`src/rtl/alien_hit_detector.sv`:
```
// -----------------------------------------------------------------------------
// alien_hit_detector
//
// Sequential collision checker between the player bullet and the alien
// formation. On a frame_tick with a bullet in flight it latches the bullet
// position and walks the formation one alien per cycle, bottom row first and
// left to right within a row, so the lowest alien in the bullet's path wins.
// The first overlap with a live alien produces a single one-cycle hit pulse
// for that alien plus a bullet-consume pulse. If nothing matches, scan_done
// pulses once the last alien has been checked.
//
// Ports:
//   clk               system clock
//   rst               synchronous reset, active-high
//   frame_tick        one-cycle scan request
//   bullet_active     player bullet in flight (dropping it aborts a scan)
//   bullet_x/y        bullet top-left position (latched at scan start)
//   alive_matrix      live aliens [row][col] (sampled live during the scan)
//   alien_positions_x/y  alien top-left positions [row][col] (sampled live)
//   hit_signals       one-hot, one-cycle hit pulse [row][col]
//   bullet_hit        one-cycle pulse coincident with hit_signals
//   hit_row/hit_col   coordinates of the last hit, held until the next hit
//   busy              high while a scan or its outcome cycle is in progress
//   scan_done         one-cycle pulse when a scan completes without a hit
// -----------------------------------------------------------------------------
module alien_hit_detector #(
    parameter int NUM_ROWS = 3,
    parameter int NUM_COLS = 5,
    parameter int ALIEN_W  = 32,
    parameter int ALIEN_H  = 16,
    parameter int BULLET_W = 2,
    parameter int BULLET_H = 8,
    localparam int ROW_W   = (NUM_ROWS > 1) ? $clog2(NUM_ROWS) : 1,
    localparam int COL_W   = (NUM_COLS > 1) ? $clog2(NUM_COLS) : 1
) (
    input  logic                                     clk,
    input  logic                                     rst,
    input  logic                                     frame_tick,
    input  logic                                     bullet_active,
    input  logic [15:0]                              bullet_x,
    input  logic [15:0]                              bullet_y,
    input  logic [NUM_ROWS-1:0][NUM_COLS-1:0]        alive_matrix,
    input  logic [NUM_ROWS-1:0][NUM_COLS-1:0][15:0]  alien_positions_x,
    input  logic [NUM_ROWS-1:0][NUM_COLS-1:0][15:0]  alien_positions_y,
    output logic [NUM_ROWS-1:0][NUM_COLS-1:0]        hit_signals,
    output logic                                     bullet_hit,
    output logic [ROW_W-1:0]                         hit_row,
    output logic [COL_W-1:0]                         hit_col,
    output logic                                     busy,
    output logic                                     scan_done
);

    localparam logic [1:0] ST_IDLE = 2'd0;
    localparam logic [1:0] ST_SCAN = 2'd1;
    localparam logic [1:0] ST_HIT  = 2'd2;

    localparam logic [ROW_W-1:0] ROW_LAST = ROW_W'(NUM_ROWS - 1);
    localparam logic [COL_W-1:0] COL_LAST = COL_W'(NUM_COLS - 1);

    // Axis-aligned box overlap, evaluated in 17 bits so the edge sums never wrap.
    function automatic logic box_overlap(
        input logic [15:0] bx,
        input logic [15:0] by,
        input logic [15:0] ax,
        input logic [15:0] ay
    );
        logic [16:0] bx17;
        logic [16:0] by17;
        logic [16:0] ax17;
        logic [16:0] ay17;
        bx17 = {1'b0, bx};
        by17 = {1'b0, by};
        ax17 = {1'b0, ax};
        ay17 = {1'b0, ay};
        box_overlap = (bx17 < (ax17 + 17'(ALIEN_W)))  &&
                      ((bx17 + 17'(BULLET_W)) > ax17) &&
                      (by17 < (ay17 + 17'(ALIEN_H)))  &&
                      ((by17 + 17'(BULLET_H)) > ay17);
    endfunction

    // FSM, scan index and latched bullet position
    logic [1:0]       state_q, state_d;
    logic [ROW_W-1:0] row_q, row_d;
    logic [COL_W-1:0] col_q, col_d;
    logic [15:0]      bx_q, bx_d;
    logic [15:0]      by_q, by_d;
    // Set for the single cycle after the last alien missed: the scan is
    // finished but the FSM stays in SCAN so busy covers the scan_done cycle.
    logic             done_q, done_d;

    // Registered outputs
    logic [NUM_ROWS-1:0][NUM_COLS-1:0] hit_signals_q, hit_signals_d;
    logic                              bullet_hit_q, bullet_hit_d;
    logic [ROW_W-1:0]                  hit_row_q, hit_row_d;
    logic [COL_W-1:0]                  hit_col_q, hit_col_d;
    logic                              busy_q, busy_d;
    logic                              scan_done_q, scan_done_d;

    logic alive_cur_s;
    logic match_s;
    logic last_idx_s;

    // Current alien under test: alive flag and positions are taken live.
    always_comb begin
        alive_cur_s = alive_matrix[row_q][col_q];
        match_s     = alive_cur_s &&
                      box_overlap(bx_q, by_q,
                                  alien_positions_x[row_q][col_q],
                                  alien_positions_y[row_q][col_q]);
        last_idx_s  = (row_q == {ROW_W{1'b0}}) && (col_q == COL_LAST);
    end

    // Next-state logic for the scan FSM and all registered outputs.
    always_comb begin
        state_d       = state_q;
        row_d         = row_q;
        col_d         = col_q;
        bx_d          = bx_q;
        by_d          = by_q;
        done_d        = done_q;
        hit_signals_d = '0;
        bullet_hit_d  = 1'b0;
        hit_row_d     = hit_row_q;
        hit_col_d     = hit_col_q;
        scan_done_d   = 1'b0;

        case (state_q)
            ST_IDLE: begin
                if (frame_tick && bullet_active) begin
                    state_d = ST_SCAN;
                    row_d   = ROW_LAST;
                    col_d   = {COL_W{1'b0}};
                    bx_d    = bullet_x;
                    by_d    = bullet_y;
                    done_d  = 1'b0;
                end else begin
                    state_d = ST_IDLE;
                end
            end

            ST_SCAN: begin
                if (!bullet_active) begin
                    // Bullet vanished: abandon the scan silently.
                    state_d = ST_IDLE;
                    done_d  = 1'b0;
                end else if (done_q) begin
                    state_d = ST_IDLE;
                    done_d  = 1'b0;
                end else if (match_s) begin
                    state_d                     = ST_HIT;
                    hit_signals_d[row_q][col_q] = 1'b1;
                    bullet_hit_d                = 1'b1;
                    hit_row_d                   = row_q;
                    hit_col_d                   = col_q;
                end else if (last_idx_s) begin
                    done_d      = 1'b1;
                    scan_done_d = 1'b1;
                end else if (col_q == COL_LAST) begin
                    // Row finished: move one row up, restart at column 0.
                    row_d = row_q - ROW_W'(1);
                    col_d = {COL_W{1'b0}};
                end else begin
                    col_d = col_q + COL_W'(1);
                end
            end

            ST_HIT: begin
                state_d = ST_IDLE;
            end

            default: begin
                state_d = ST_IDLE;
                done_d  = 1'b0;
            end
        endcase

        busy_d = (state_d != ST_IDLE);
    end

    // State, index, bullet latch and output registers with synchronous reset.
    always_ff @(posedge clk) begin
        if (rst) begin
            state_q       <= ST_IDLE;
            row_q         <= {ROW_W{1'b0}};
            col_q         <= {COL_W{1'b0}};
            bx_q          <= 16'd0;
            by_q          <= 16'd0;
            done_q        <= 1'b0;
            hit_signals_q <= '0;
            bullet_hit_q  <= 1'b0;
            hit_row_q     <= {ROW_W{1'b0}};
            hit_col_q     <= {COL_W{1'b0}};
            busy_q        <= 1'b0;
            scan_done_q   <= 1'b0;
        end else begin
            state_q       <= state_d;
            row_q         <= row_d;
            col_q         <= col_d;
            bx_q          <= bx_d;
            by_q          <= by_d;
            done_q        <= done_d;
            hit_signals_q <= hit_signals_d;
            bullet_hit_q  <= bullet_hit_d;
            hit_row_q     <= hit_row_d;
            hit_col_q     <= hit_col_d;
            busy_q        <= busy_d;
            scan_done_q   <= scan_done_d;
        end
    end

    assign hit_signals = hit_signals_q;
    assign bullet_hit  = bullet_hit_q;
    assign hit_row     = hit_row_q;
    assign hit_col     = hit_col_q;
    assign busy        = busy_q;
    assign scan_done   = scan_done_q;

endmodule

```
`config.mk`:
```
export PLATFORM = sky130hd
export DESIGN_NAME = alien_hit_detector
export DESIGN_NICKNAME = d
export VERILOG_FILES = /design/src/rtl/alien_hit_detector.sv
export SDC_FILE = /design/constraint.sdc
export NUM_CORES = 1
export LEC_CHECK = 0
export CAP_MARGIN = 20
export CORE_AREA = 4 4 216 218
export CTS_CLUSTER_SIZE = 40
export DETAILED_ROUTE_END_ITERATION = 16
export DIE_AREA = 0 0 220 222
export PLACE_DENSITY = 0.59
export SETUP_SLACK_MARGIN = 0.3
export SLEW_MARGIN = 20
export SYNTH_ARGS = -nofsm -noshare
export SYNTH_HDL_FRONTEND = slang
export SYNTH_SLANG_ARGS = --single-unit
```
`constraint.sdc`:
```
create_clock -name clk -period 14.1 [get_ports clk]
set_input_delay 3.525 -clock clk [delete_from_list [all_inputs] [get_ports clk]]
set_output_delay 3.525 -clock clk [all_outputs]
set_load 0.01 [all_outputs]
```
==> results of run 1 <==
-- final cells by class --
type / instances / area [µm²]
Inverter: 27 / 101
Tap cell: 600 / 751
Fill cell: 4715 / 29400
Sequential cell: 63 / 1280
Multi-Input combinational cell: 973 / 7290
Antenna cell: 14 / 35.0
Clock inverter: 7 / 72.6
Timing Repair Buffer: 577 / 5710
Clock buffer: 9 / 225
-- power groups by stage --
stage | Sequential (mW) | Clock [mW] | Combinational, mW
after floorplan | 0.192 | 0 | 0.165
after detailed placement | 0.200 | 0 | 0.375
after global placement | 0.200 | 0 | 0.369
final | 0.196 | 0.232 | 0.376
after global routing | 0.197 | 0.242 | 0.406
after CTS | 0.196 | 0.237 | 0.377
-- kinds of logic after synthesis --
family | share of synthesized area
compound gates | 0.280
xor+xnor | 0.0393
fa+ha+maj | 0.0944
buf+inv | 0.0687
flops | 0.138
mux | 0.191
simple gates | 0.189
-- worst max-delay path: cells and delay by family --
family / cells / cell delay, ns
simple gates: 8 / 2.05
compound gates: 8 / 1.91
buf+inv: 2 / 0.60
fa+ha+maj: 2 / 0.46
xor+xnor: 1 / 0.17
mux: 1 / 0.08
-- per-stage QoR --
step	utilization	worst slack (ns)	hold WS [ns]	power, mW	area [µm²]
3_3_place_gp	0.337	5.24	0.446	0.569	15100
6_report	0.345	5.52	0.451	0.804	15500
5_1_grt	0.344	4.98	0.472	0.845	15500
2_1_floorplan	-	6.88	0.428	0.357	9150
4_1_cts	0.344	5.41	0.456	0.810	15400
3_5_place_dp	0.337	5.07	0.448	0.575	15100
-- Yosys cell counts, drive strengths merged, types with 24 or more instances --
cell type / number
nor2: 61
a21oi: 121
a22oi: 29
mux2i: 97
clkbuf: 39
nand3: 27
buf: 53
dfxtp: 63
o21ai: 58
nand2: 133
mux2: 31
inv: 25
o22ai: 25
nor3: 24
ha: 69
-- registers in the layout (all words and copies together), names as in the netlist --
| signal | count |
|---|---|
| bx_q | 16 |
| by_q | 16 |
| hit_signals | 15 |
| col_q | 3 |
| hit_col | 3 |
| hit_row | 2 |
| row_q | 2 |
| state_q | 2 |
| bullet_hit | 1 |
| busy | 1 |
| done_q | 1 |
| scan_done | 1 |
-- path summary, 6_finish.rpt --
check | start | endpoint | slack (ns) | cells after the start
worst max-delay path | alien_positions_y[212] | hit_signals[11] | 5.52 | 22
worst min-delay path | bx_q[0] | bx_q[0] | 0.45 | 2
worst max register to register | col_q[1] | hit_signals[11] | 7.02 | 21
worst min register to register | bx_q[0] | bx_q[0] | 0.45 | 2
-- layer usage --
layer  routed length, µm  vias up
met5                 112        -
met4                2300       14
met3                5320      102
met2               29100      587
met1               23600     5625
li1                    -     5413
==> impl_metrics.toml, run 1 <==
[logic_synthesis]
yosys-top-cells-area = "dfxtp_1 14%, mux2i_1 11%, ha_1 9.4%"
synthesis.nets = 1755
syn_area_per_cell_um2 = 7.92
syn_area_um2 = 9150
ys_seq_area_frac = 0.138
synth_edf_count = 0
synth_top_area_share = 0.138
ys_async_sr_fraction = 0
synth_warnings = 0
synth_ff_type = "dfxtp_1"
synth-seq-cells = 63
synth_area_leader_cell = "dfxtp_1"
syn_inst = 1155
ys_types = 87

[power_and_ir_drop]
peakVddDrop_mv = 0.0525
combPwrFrac = 0.468
sequentialPowerShare = 0.244
p_leak_nw = 5.49
p_sw_uw = 266
swShare = 0.330
power.density_nw_per_um2 = 52.0
p_int_uw = 538
clkPwrFrac = 0.288

[detailed_routing]
wl_per_cell_um = 26.6
drtIter0Drc = 888
remaining_drc_errors = 0
firstDrtPassIters = 5
via_count = 11700
drt_wl_total_um = 60400
postRouteAntennaNets = 0
vias_per_cell = 5.17

[clock_tree]
cts_setup_buffers = 0
max-clock-path-buffers = 2
cts_buffers = 9
clkSinkCount = 63
cts_tree = "yes"
ctsHoldBuffers = 0
cts_root_buffer = "clkbuf_16"
htree_levels = 3
clk_pin_slew_worst_paths_ns = 0.06
clock_latency_ns = 0.35
cts_resized = 0

[global_route]
grt_pass1_wl_um = 83000
grt_max_degree = 56
grt_use_met1 = 0.275
grt-ovfl-total = 0
grtUsageMet2 = 0.390
grt_usage = 0.232
grt_use_met3 = 0.0661
grt_pass1_vias = 12100
antenna_found_initial = 25
top_usage_layer = "met2"

[floorplan]
coreArea_um2 = 44900
fp-row-count = 78
die_h_um = 222
dieWidth_um = 220
initial_core_util = 0.204
dieArea_um2 = 48800
io-pin-count = 554

[cells_and_area]
drive_gt1_frac = 0.0845
final_cell_mix = "552 x clkdlybuf4s50_1, 133 x nand2_1, 120 x a21oi_1"
fin_cells = 2270
final_common_cell = "clkdlybuf4s50_1"
fin_nets = 2251
area_growth_pct = 69.2

[sta]
period_needed_ns = 8.58
slew_viol_final = 0
worstMarginPinSlew_ns = 0.936
finalSetupViolCount = 0
setup_tns_ns = 0
rsz0062_at_grt = "no"
fin_worst_skew_ns = 0.0159
slew_headroom = 0.375
clock.fmax_mhz = 117
fin_crit_sh = 0.608
hold_viol = 0

[place]
gp_congestion = 0.913
dp.cells = 2240
numPortBuffers = 553
dp_hpwl_um = 48400

[critical_path]
crit_top_cell = "nor2_1"
worstSetupEndpointType = "flip-flop"
max_stage_delay_ns = 0.49
worst-path-max-fanout = 22
setup.worst_path.class = "primary input to flip-flop"
cp-start-kind = "primary input"
arrival_ns = 8.81
path_cells = "clkdlybuf4s50_1 -> mux2i_1 -> nor2_1 -> a21oi_1 -> o221ai_1 -> a21oi_1 -> inv_1 -> ha_1 -> o41ai_1 -> nand4bb_1 -> or2_2 -> nor2_1 -> xor2_1 -> ha_1 -> nand4_1 -> nor2_1 -> a2111oi_0 -> o311ai_0 -> a31oi_1 -> o21ba_2 -> nand3_2 -> nor4b_1"
crit_slowest_cell = "nand3_2"
cp.required_ns = 14.33

[status]
status = "completed"

[flow_run]
cap_viol_max_count = 0

[min_path]
min_path_type = "flip-flop to flip-flop"
No activity file was read; power rests on OpenSTA's default activity.
==> inputs of run 2 (changes only) <==
Settings changed: CORE_AREA 4 4 216 218 to 4 4 211 213, DIE_AREA 0 0 220 222 to 0 0 215 217, PLACE_DENSITY 0.59 to 0.61.
Clock period 14.1 ns to 8.45 ns, I/O delays scaled along.
==> impl_metrics.toml, run 2 (synthesis results as in run 1) <==
[status]
status = "completed"

[critical_path]
path_cells = "clkdlybuf4s50_1 -> mux2i_1 -> nor2_1 -> a21oi_1 -> o221ai_1 -> a21oi_1 -> inv_1 -> ha_1 -> o41ai_1 -> nand4bb_1 -> or2_2 -> nor2_1 -> xor2_1 -> ha_1 -> nand4_1 -> nor2_1 -> a2111oi_0 -> o311ai_0 -> a31oi_1 -> o21ba_2 -> nand3_2 -> nor4b_1"
cp-start-kind = "primary input"
max_stage_delay_ns = 0.48
worst-path-max-fanout = 22
crit_top_cell = "nor2_1"
crit_slowest_cell = "nand3_2"
arrival_ns = 7.39
setup.worst_path.class = "primary input to flip-flop"
worstSetupEndpointType = "flip-flop"
critPathTopFamily = "compound AO/OA/AOI/OAI gates"
cp.required_ns = 8.68
path_buf_inv = 2

[sta]
fin_worst_skew_ns = 0.00981
clock.fmax_mhz = 140
timing.final.ws_setup_ns = 1.30
worstMarginPinSlew_ns = 0.991
rsz0062_at_grt = "no"
slew_viol_final = 0
fin_crit_sh = 0.846
holdWs_ns = 0.458
period_needed_ns = 7.15
slew_headroom = 0.339
setup_tns_ns = 0
finalSetupViolCount = 0
hold_viol = 0

[power_and_ir_drop]
p_leak_nw = 5.51
peakVddDrop_mv = 0.0967
power.density_nw_per_um2 = 84.6
p_total_mw = 1.30

[place]
place_ws_ns = 0.990
placed_area_um2 = 15100
numPortBuffers = 553
gp_congestion = 0.905
dp_hpwl_um = 48900

[clock_tree]
cts_setup_buffers = 0
htree_levels = 3
clk_pin_slew_worst_paths_ns = 0.06
clkSinkCount = 63
max-clock-path-buffers = 2
cts_root_buffer = "clkbuf_16"
cts_tree = "yes"
clock_latency_ns = 0.34
ctsHoldBuffers = 0
cts_resized = 0
cts_buffers = 9

[global_route]
grt-ovfl-total = 0
grt_max_degree = 54
grt_pass1_vias = 12000
grt_usage = 0.245
antenna_found_initial = 15
grt_pass1_wl_um = 85100

[flow_run]
cap_viol_max_count = 0

[floorplan]
die_h_um = 217
dieWidth_um = 215
io-pin-count = 554
fp-row-count = 76
coreArea_um2 = 42700
dieArea_um2 = 46700
initial_core_util = 0.214

[detailed_routing]
postRouteAntennaNets = 0
remaining_drc_errors = 0
via_count = 11600
firstDrtPassIters = 5
drt_wl_total_um = 60500
drtIter0Drc = 997
vias_per_cell = 5.24
wl_per_cell_um = 27.3

[cells_and_area]
area_growth_pct = 68.4
final_area_um2 = 15400
drive_gt1_frac = 0.0861
fin_nets = 2255
final_common_cell = "clkdlybuf4s50_1"
final_cell_mix = "552 x clkdlybuf4s50_1, 133 x nand2_1, 120 x a21oi_1"

[min_path]
min_path_type = "flip-flop to flip-flop"
[run 2: final cells by class]
| type | instances | area, µm² |
|---|---|---|
| Tap cell | 546 | 683 |
| Timing Repair Buffer | 581 | 5740 |
| Inverter | 27 | 101 |
| Multi-Input combinational cell | 973 | 7300 |
| Sequential cell | 63 | 1280 |
| Antenna cell | 12 | 30.0 |
| Clock buffer | 11 | 233 |
| Clock inverter | 5 | 31.3 |
| Fill cell | 4483 | 27300 |
[run 2: metal layers]
layer | wire (µm) | share of wire | track usage | up-vias
met5 | 12 | 0.00020 | 0 | -
met4 | 1740 | 0.029 | 0.0734 | 2
met3 | 4080 | 0.067 | 0.0496 | 79
met2 | 29600 | 0.49 | 0.429 | 523
met1 | 25100 | 0.41 | 0.305 | 5600
li1 | - | - | - | 5413
[run 2: through the flow]
step / instances / util
2_1_floorplan: 1155 / -
3_3_place_gp: 2190 / 0.354
3_5_place_dp: 2190 / 0.354
4_1_cts: 2206 / 0.360
5_1_grt: 2217 / 0.361
6_report: 2218 / 0.361
[run 2: final timing paths]
path,from,end,slack (ns),cells after the start
max reg2reg,row_q[1],hit_signals[11],1.96,17
max,alien_positions_y[180],hit_signals[11],1.30,22
min reg2reg,bx_q[0],bx_q[0],0.46,2
min,bx_q[0],bx_q[0],0.46,2
[run 2: report_power, final]
part	total, mW	internal [mW]	switching (mW)
Sequential	0.328	0.304	0.0231
Clock	0.347	0.199	0.148
Combinational	0.627	0.365	0.262
[run 2: tightest hold or removal path: cells and delay by family (launching register included)]
| family | cells | cell delay, ns |
|---|---|---|
| simple gates | 1 | 0.05 |
| compound gates | 1 | 0.05 |
| flops | 1 | 0.31 |
==> inputs of run 3 (changes only) <==
Clock period 8.45 ns to 6.8 ns, I/O delays scaled along.
==> impl_metrics.toml, run 3 (synthesis results as in run 1) <==
[power_and_ir_drop]
p_sw_uw = 534
p_leak_nw = 5.56
power.density_nw_per_um2 = 109
sequentialPowerShare = 0.241
peakVddDrop_mv = 0.106
p_int_mw = 1.17
clkPwrFrac = 0.299
p_total_mw = 1.70
swShare = 0.314
combPwrFrac = 0.460

[sta]
hold_viol = 0
slew_headroom = 0.318
fin_crit_sh = 0.907
clock.fmax_mhz = 162
finalSetupViolCount = 0
setup_tns_ns = 0
rsz0062_at_grt = "no"
worstMarginPinSlew_ns = 1.02
slew_viol_final = 0
period_needed_ns = 6.17
fin_worst_skew_ns = 0.0104
holdWs_ns = 0.457

[floorplan]
fp-row-count = 76
io-pin-count = 554
coreArea_um2 = 42700
dieWidth_um = 215
initial_core_util = 0.214
dieArea_um2 = 46700
die_h_um = 217

[detailed_routing]
drt_wl_total_um = 61200
wl_per_cell_um = 27.4
vias_per_cell = 5.25
firstDrtPassIters = 5
remaining_drc_errors = 0
postRouteAntennaNets = 0
drtIter0Drc = 868
via_count = 11700

[min_path]
hold_end = "by_q[2]"
hold_start = "by_q[2]"
min_path_type = "flip-flop to flip-flop"
hold_depth = 2

[place]
numPortBuffers = 553
dp_hpwl_um = 49700
gp_congestion = 0.926
placed_area_um2 = 15200

[clock_tree]
cts_root_buffer = "clkbuf_16"
clk_pin_slew_worst_paths_ns = 0.06
cts_resized = 0
cts_setup_buffers = 0
clock_latency_ns = 0.33
htree_levels = 3
max-clock-path-buffers = 2
cts_tree = "yes"
ctsHoldBuffers = 0
cts_buffers = 9
clkSinkCount = 63

[cells_and_area]
area_growth_pct = 70.0
final_area_um2 = 15500
fin_nets = 2261
nFillCells = 4461
drive_gt1_frac = 0.0894
final_common_cell = "clkdlybuf4s50_1"
final_cell_mix = "552 x clkdlybuf4s50_1, 133 x nand2_1, 120 x a21oi_1"
fin_util = 0.364

[critical_path]
cp.required_ns = 7.03
r2r-start = "col_q[1]"
arrival_ns = 6.40
reg2reg_to = "col_q[1]"
worstSetupEndpointType = "flip-flop"
path_buf_inv = 3
cp-start-kind = "primary input"
setup.worst_path.class = "primary input to flip-flop"
crit_slowest_cell = "clkdlybuf4s50_1"
worst-path-max-fanout = 7
max_stage_delay_ns = 0.49
r2r_cells = 20
path_cells = "clkdlybuf4s50_1 -> mux2i_1 -> nor2_1 -> a21oi_1 -> o221ai_1 -> buf_4 -> a21oi_1 -> inv_1 -> ha_1 -> o41ai_1 -> nand4bb_1 -> or2_2 -> nor2_1 -> xor2_1 -> ha_1 -> nand4_1 -> nor2_1 -> a2111oi_0 -> o311ai_0 -> a31oi_1 -> o21bai_1 -> o31a_1 -> o32ai_2"
reg2reg_slack_ns = 0.86
crit_top_cell = "nor2_1"
critPathTopFamily = "compound AO/OA/AOI/OAI gates"

[global_route]
grt_max_degree = 54
grt_pass1_vias = 12100
grt_pass1_wl_um = 85000
grt_usage = 0.246
grt-ovfl-total = 0
antenna_found_initial = 24

[status]
status = "completed"

[flow_run]
cap_viol_max_count = 0
[run 3: cell types whose count changed in the layout (fill, tap and decap cells not counted), sizes merged]
| cell | delta |
|---|---|
| diode | +8 |
| buf | +6 |
| bufinv | +1 |
| clkbuf | +1 |
| clkinv | -1 |
| inv | -1 |
[run 3: worst max path at each step]
stage	start	end	slack, ns	cells after the start
after CTS	alien_positions_y[180]	col_q[1]	0.69	23
after global routing	alien_positions_y[180]	row_q[1]	0.30	21
after detailed placement	alien_positions_y[180]	col_q[1]	0.37	23
after floorplan	alien_positions_y[132]	col_q[1]	1.41	20
final	alien_positions_y[180]	col_q[1]	0.63	23
after global placement	alien_positions_y[88]	col_q[1]	0.44	17
[run 3: cell type report]
cell class                      count  area (µm²)  share of cell area
Timing Repair Buffer              587        5800               0.373
Inverter                           27         101             0.00652
Tap cell                          546         683              0.0440
Clock inverter                      4        56.3             0.00362
Clock buffer                       12         279              0.0180
Sequential cell                    63        1280              0.0824
Antenna cell                       20        50.0             0.00322
Multi-Input combinational cell    973        7290               0.469
[run 3: through the flow]
| step | worst slack [ns] | instances |
|---|---|---|
| finish | 0.635 | 2232 |
| global route | 0.304 | 2226 |
| detailed placement | 0.375 | 2196 |
| floorplan | 1.41 | 1155 |
| global placement | 0.445 | 2196 |
| CTS | 0.694 | 2212 |
[run 3: worst register-to-register path, stage by stage, from the launching register on]
cell	delay, ns
dfxtp_4	0.78
nor3b_4	0.86
a22oi_1	0.24
a211oi_1	0.38
a21oi_1	0.13
inv_1	0.11
ha_1	0.20
o41ai_1	0.11
nand4bb_1	0.29
or2_2	0.36
nor2_1	0.12
xor2_1	0.18
ha_1	0.27
nand4_1	0.14
nor2_1	0.06
a2111oi_0	0.34
o311ai_0	0.21
a31oi_1	0.25
o21bai_1	0.23
o31a_1	0.39
o32ai_2	0.20
[run 3: routing by layer]
| metal | up-vias | track usage | share of wire |
|---|---|---|---|
| met4 | 10 | 0.0977 | 0.035 |
| met5 | - | 0 | 0.00092 |
| met1 | 5643 | 0.287 | 0.40 |
| met2 | 540 | 0.432 | 0.49 |
| met3 | 88 | 0.0651 | 0.078 |
| li1 | 5437 | - | - |
[run 3: power by group through the flow]
stage               Sequential (mW)  Clock [mW]  Combinational (mW)
CTS                           0.410       0.519               0.785
global placement              0.417           0               0.770
finish                        0.410       0.509               0.783
floorplan                     0.398           0               0.343
global route                  0.412       0.534               0.846
detailed placement            0.418           0               0.779
==> RTL change 1, RTL diff (flow settings as in run 3) <==
Make the reset (`rst`) asynchronous in one clocked block. Comments in the files are not updated.
--- a/src/rtl/alien_hit_detector.sv
+++ b/src/rtl/alien_hit_detector.sv
@@ -180,3 +180,3 @@
     // State, index, bullet latch and output registers with synchronous reset.
-    always_ff @(posedge clk) begin
+    always_ff @(posedge clk or posedge rst) begin
         if (rst) begin
Formal check against the unedited RTL: differs if rst is asserted again (counterexample within 4 cycles, from zero or initial values and one cycle with rst high); with rst held inactive, the same outputs for 4 cycles.
==> RTL change 1 against run 3 <==
  * Routed wire length fell by 4.3%
  * Setup slack improved by 0.10 ns
  * Sequential cell count did not move
  * Global-route usage fell by 0.62 points
  * Area after synthesis fell by 1.4%
  * First-iteration DRC count fell by 1.7%
  * Final area fell by 0.39%
  * Count of clock-buffer cells in the layout fell by 1
  * Die area did not move
  * Via count fell by 7.3%
  * Non-clock buffer count rose by 8
Power is not compared: it rests on default switching activity, and its combinational part moved more than twofold at a synthesized area within 25%.
==> RTL change 1: results (changes against run 3) <==
stage;metric;value;unit;change
run_status;status;complete, no violations;;unchanged
setup_path;slowest stage delay, CP;0.48;ns;
global_routing;first-pass GRT wire length;82300;um;was 85,000 um
finish;# fillers;4346;;was 4,461
worst_hold_path;HP Start;hit_row[1];;was by_q[2]
clock_tree;clock-pin slew on the worst setup and hold paths;0.06;ns;about the same
clock_tree;postcts setup bufs;0;;unchanged
finish;layout cells sized above 1;0.0969;;was 0.0894
global_routing;vias in the first global route;11600;;was 12,100
placement;placed cell areas;0.0152;mm2;about the same
setup_path;delay-heaviest family, CP;compound AO/OA/AOI/OAI gates;;unchanged
synth;Most used DFF post-synth;dfrtp_1;;was dfxtp_1
power_and_ir_drop;VDD IR-drop max;0.126;mV;
synth;Area contributors post-synth;dfrtp_1, mux4_2, ha_1, mux2i_1, nand2_1;;was dfxtp_1, mux2i_1, ha_1, a21oi_1, nand2_1
timing;Max-slew headroom;0.386;;was 0.318
global_routing;Total GRT Usage;0.240;;was 0.246
routing;final WL;58500;um;was 61,200 um
worst_hold_path;Hold Crit Endpoint;hit_row[1];;was by_q[2]
setup_path;R2R setup slack;1.08;ns;was 0.86 ns
global_routing;largest net degree at the start of global routing;64;;was 54
setup_path;r2r startpoint;col_q[0];;was col_q[1]
synth;post-synth net total;1603;;was 1,755
timing;skew final;0.0102;ns;was 0.0104 ns
synth;Seq/Total Area, Yosys;0.175;;was 0.138
setup_path;critical path peak fanout;12;;was 7
routing;DR WL/cell;28.0;um;was 27.4 um
clock_tree;Clock Tree Root;clkbuf_16;;unchanged
power_and_ir_drop;PD cells;281;mW/mm2;
setup_path;Critical-path top delay cell;mux4_2;;was clkdlybuf4s50_1
placement;hpwl dp;50600;um;was 49,700 um
clock_tree;worst-skew pair later-pin latency;0.34;ns;
synth;Mean Syn Cell Area;8.99;um2;was 7.92 um2
worst_hold_path;hold depth;1;;was 2
routing;vias;10900;;was 11,700
clock_tree;H-tree depth;3;;unchanged
synth;Ys Warns;0;;unchanged
placement;routability cong.;0.927;;was 0.926
clock_tree;CTS buffer count;9;;unchanged
synth;post-synth cell types;85;;was 87
clock_tree;maximum clock path buffer count;2;;unchanged
placement;IO Port Bufs;553;;unchanged
setup_path;RR Endpoint;hit_col[0];;was col_q[1]
global_routing;initial antenna violation count;28;;was 24
clock_tree;CTS resizes;0;;unchanged
synth;Synth top cells by count;nand2_1, mux2i_1, ha_1, dfrtp_1, mux4_2;;was nand2_1, a21oi_1, mux2i_1, ha_1, dfxtp_1
setup_path;number of cells on the worst reg-to-reg path;17;;was 20
power_and_ir_drop;Leak;6.41;nW;
routing;initial drt markers;853;;was 868
finish;NumNets Final;2133;;was 2,261
setup_path;CP Class;input port to flop;;unchanged
synth;ys async rst share;1.00;;was 0
routing;DR pass1 iterations;5;;unchanged
setup_path;Worst EP arrival;6.28;ns;was 6.40 ns
worst_hold_path;worst min path class;flop to flop;;unchanged
setup_path;CP startpoint;alien_positions_y[36];;was alien_positions_y[180]
-- RTL change 1: changes by cell type after synthesis, sizes merged, moves of 7 or more --
| cell | before | now |
|---|---|---|
| nor2 | 61 | 42 |
| mux4 | 19 | 48 |
| a22oi | 29 | 15 |
| dfrtp | 0 | 63 |
| mux2i | 97 | 79 |
| nor3 | 24 | 14 |
| nor4b | 10 | 2 |
| a21o | 13 | 23 |
| mux2 | 31 | 20 |
| clkbuf | 39 | 27 |
| dfxtp | 63 | 0 |
| and3 | 4 | 23 |
| o21ai | 58 | 51 |
| a21oi | 121 | 42 |
-- RTL change 1: cells by family (layout without fill, tap and decap cells) --
group,after synthesis,count (layout),synth area share
and+or+nand+nor,316,316,0.178
AOI/OAI and AO/OA,263,263,0.214
muxes,147,147,0.233
buffers and inverters,102,637,0.0637
adders and majority gates,69,69,0.0958
DFF,63,63,0.175
xor gates and xnor gates,43,43,0.0418
other,0,9,0
-- RTL change 1: per-stage QoR --
step	util	power (W)	hold slack, ns	setup slack [ns]
2_1_floorplan	-	0.00261	0.452	1.38
3_3_place_gp	0.355	0.00383	0.469	0.423
4_1_cts	0.362	0.00437	0.491	0.739
5_1_grt	0.362	0.00470	0.508	0.325
3_5_place_dp	0.355	0.00388	0.478	0.405
6_report	0.363	0.00435	0.489	0.739
-- RTL change 1: layout make-up --
| class | count | share of cell area |
|---|---|---|
| clock inverter | 5 | 0.00372 |
| timing repair buffer | 595 | 0.380 |
| inverter | 26 | 0.00630 |
| tap | 546 | 0.0441 |
| sequential | 63 | 0.103 |
| multi-input combinational | 838 | 0.446 |
| clock buffer | 11 | 0.0157 |
| antenna | 9 | 0.00145 |
-- RTL change 1: worst register-to-register path: stages, from the launching register on --
cell and delay, ns:
dfrtp_4 0.91, or3b_1 0.68, buf_4 0.27, o22ai_1 0.10, o31ai_1 0.75, nor2_1 0.07, and4b_1 0.28, xor2_1 0.18
ha_1 0.34, a21o_1 0.18, a21oi_1 0.15, o21ai_0 0.11, a21oi_1 0.17, o31ai_1 0.10, a21o_1 0.22, a211oi_4 0.26
and2b_1 0.46, mux2_1 0.38
-- RTL change 1: per-layer routing --
metal | up-vias | global-route usage | routed length, um
li1 | 4923 | - | -
met1 | 5318 | 0.313 | 24600
met2 | 540 | 0.408 | 27900
met3 | 67 | 0.0535 | 4830
met4 | 16 | 0.0563 | 1200
met5 | - | 0 | 91
-- RTL change 1: where the power goes --
group	internal (W)	switching, W	leakage, nW
Combinational	0.00152	0.00167	5.44
Sequential	0.000445	0.000240	0.813
Clock	0.000294	0.000178	0.150
==> RTL change 2, RTL diff (settings of run 3) <==
Without the edit above. Set the parameter `NUM_COLS` to 4 (it was 5).
--- a/src/rtl/alien_hit_detector.sv
+++ b/src/rtl/alien_hit_detector.sv
@@ -27,3 +27,3 @@
     parameter int NUM_ROWS = 3,
-    parameter int NUM_COLS = 5,
+    parameter int NUM_COLS = 4,
     parameter int ALIEN_W  = 32,
Ports: changed (5 resized); port bits go from 554 to 451. The function was not compared with the original's and may differ.
==> RTL change 2 against run 3 <==
  * Setup slack better by 0.11 ns
  * Count of clock-buffer cells in the layout down 3
  * Sequential power down 7.8%
  * Area after synthesis down 18%
  * Sequential cell count down 5
  * Final area down 17%
  * Via count down 28%
  * Critical path depth down 8
  * Routed wire length down 37%
  * Total power down 10%
  * Non-clock buffer count down 122
  * Utilization down 6.1 points
  * Largest power group unchanged
==> RTL change 2: results (changes against run 3) <==
stage;metric;value;unit;change
synth;post-synth cell types;69;;was 87
clock_tree;Sink Count;58;;was 63
synth;Seq/Total Area, Yosys;0.154;;was 0.138
power_and_ir_drop;Clock Power Share;0.363;;was 0.299
global_routing;initial antenna violation count;10;;was 24
finish;area of the multi-input gates;0.00601;mm2;was 0.00729 mm2
finish;# fillers;4490;;was 4,461
routing;initial drt markers;465;;was 868
routing;vias;8437;;was 11,700
setup_path;critical path peak fanout;6;;was 7
power_and_ir_drop;Sw Pwr;0.000437;W;was 0.000534 W
routing;met3 wire length;3230;um;was 4780 um
finish;ant diodes;3;;was 20
timing;Hold WS;0.459;ns;was 0.457 ns
setup_path;number of cells on the worst reg-to-reg path;18;;was 20
power_and_ir_drop;VDD IR-drop max;0.0864;mV;was 0.106 mV
finish;Synth-to-Final Area Change;71.9;%;was 70.0%
global_routing;Total GRT Usage;0.159;;was 0.246
global_routing;largest net degree at the start of global routing;51;;was 54
routing;final WL;38500;um;was 61,200 um
finish;Reg area;0.00117;mm2;was 0.00128 mm2
synth;Mean Syn Cell Area;9.43;um2;was 7.92 um2
finish;NumNets Final;1732;;was 2,261
synth;Synth Area in Compound Gates;0.140;;was 0.280
power_and_ir_drop;combinational fraction of design power;0.390;;was 0.460
run_status;status;complete, no violations;;unchanged
power_and_ir_drop;Leak;4.82;nW;was 5.56 nW
synth;post-synth net total;1302;;was 1,755
timing;Worst-Margin Slew;0.960;ns;was 1.02 ns
synth;Syn Std Cell Area;0.00754;mm2;was 0.00915 mm2
## RTL change 2: cell count changes after synthesis, moves of 15 or more
cell             run 3  this run
mux2i_1             97        25
mux4_2              19        80
a21oi_1            120        79
nor2_1              61        31
o21ai_0             52        22
mux2_2              31         3
a221oi_1            23         1
a22oi_1             29         7
o22ai_1             22         1
nor3_1              24         5
and3_1               4        22
clkbuf_1            39        21
a221o_1             16         1
## RTL change 2: critical path: cells and delay by family
| family | cells | cell delay, ns |
|---|---|---|
| AO/OA/AOI/OAI | 5 | 1.71 |
| AND/OR/NAND/NOR | 4 | 1.20 |
| adder cells (fa/ha/maj) | 2 | 0.67 |
| buffers and inverters | 1 | 0.53 |
| multiplexers | 2 | 0.35 |
| XOR/XNOR | 1 | 0.14 |
## RTL change 2: final timing paths
kind	startpoint	end
setup reg to reg	row_q[1]	col_q[1]
hold / removal	bx_q[0]	bx_q[0]
setup / recovery	alien_positions_y[52]	col_q[1]
hold reg to reg	bx_q[0]	bx_q[0]
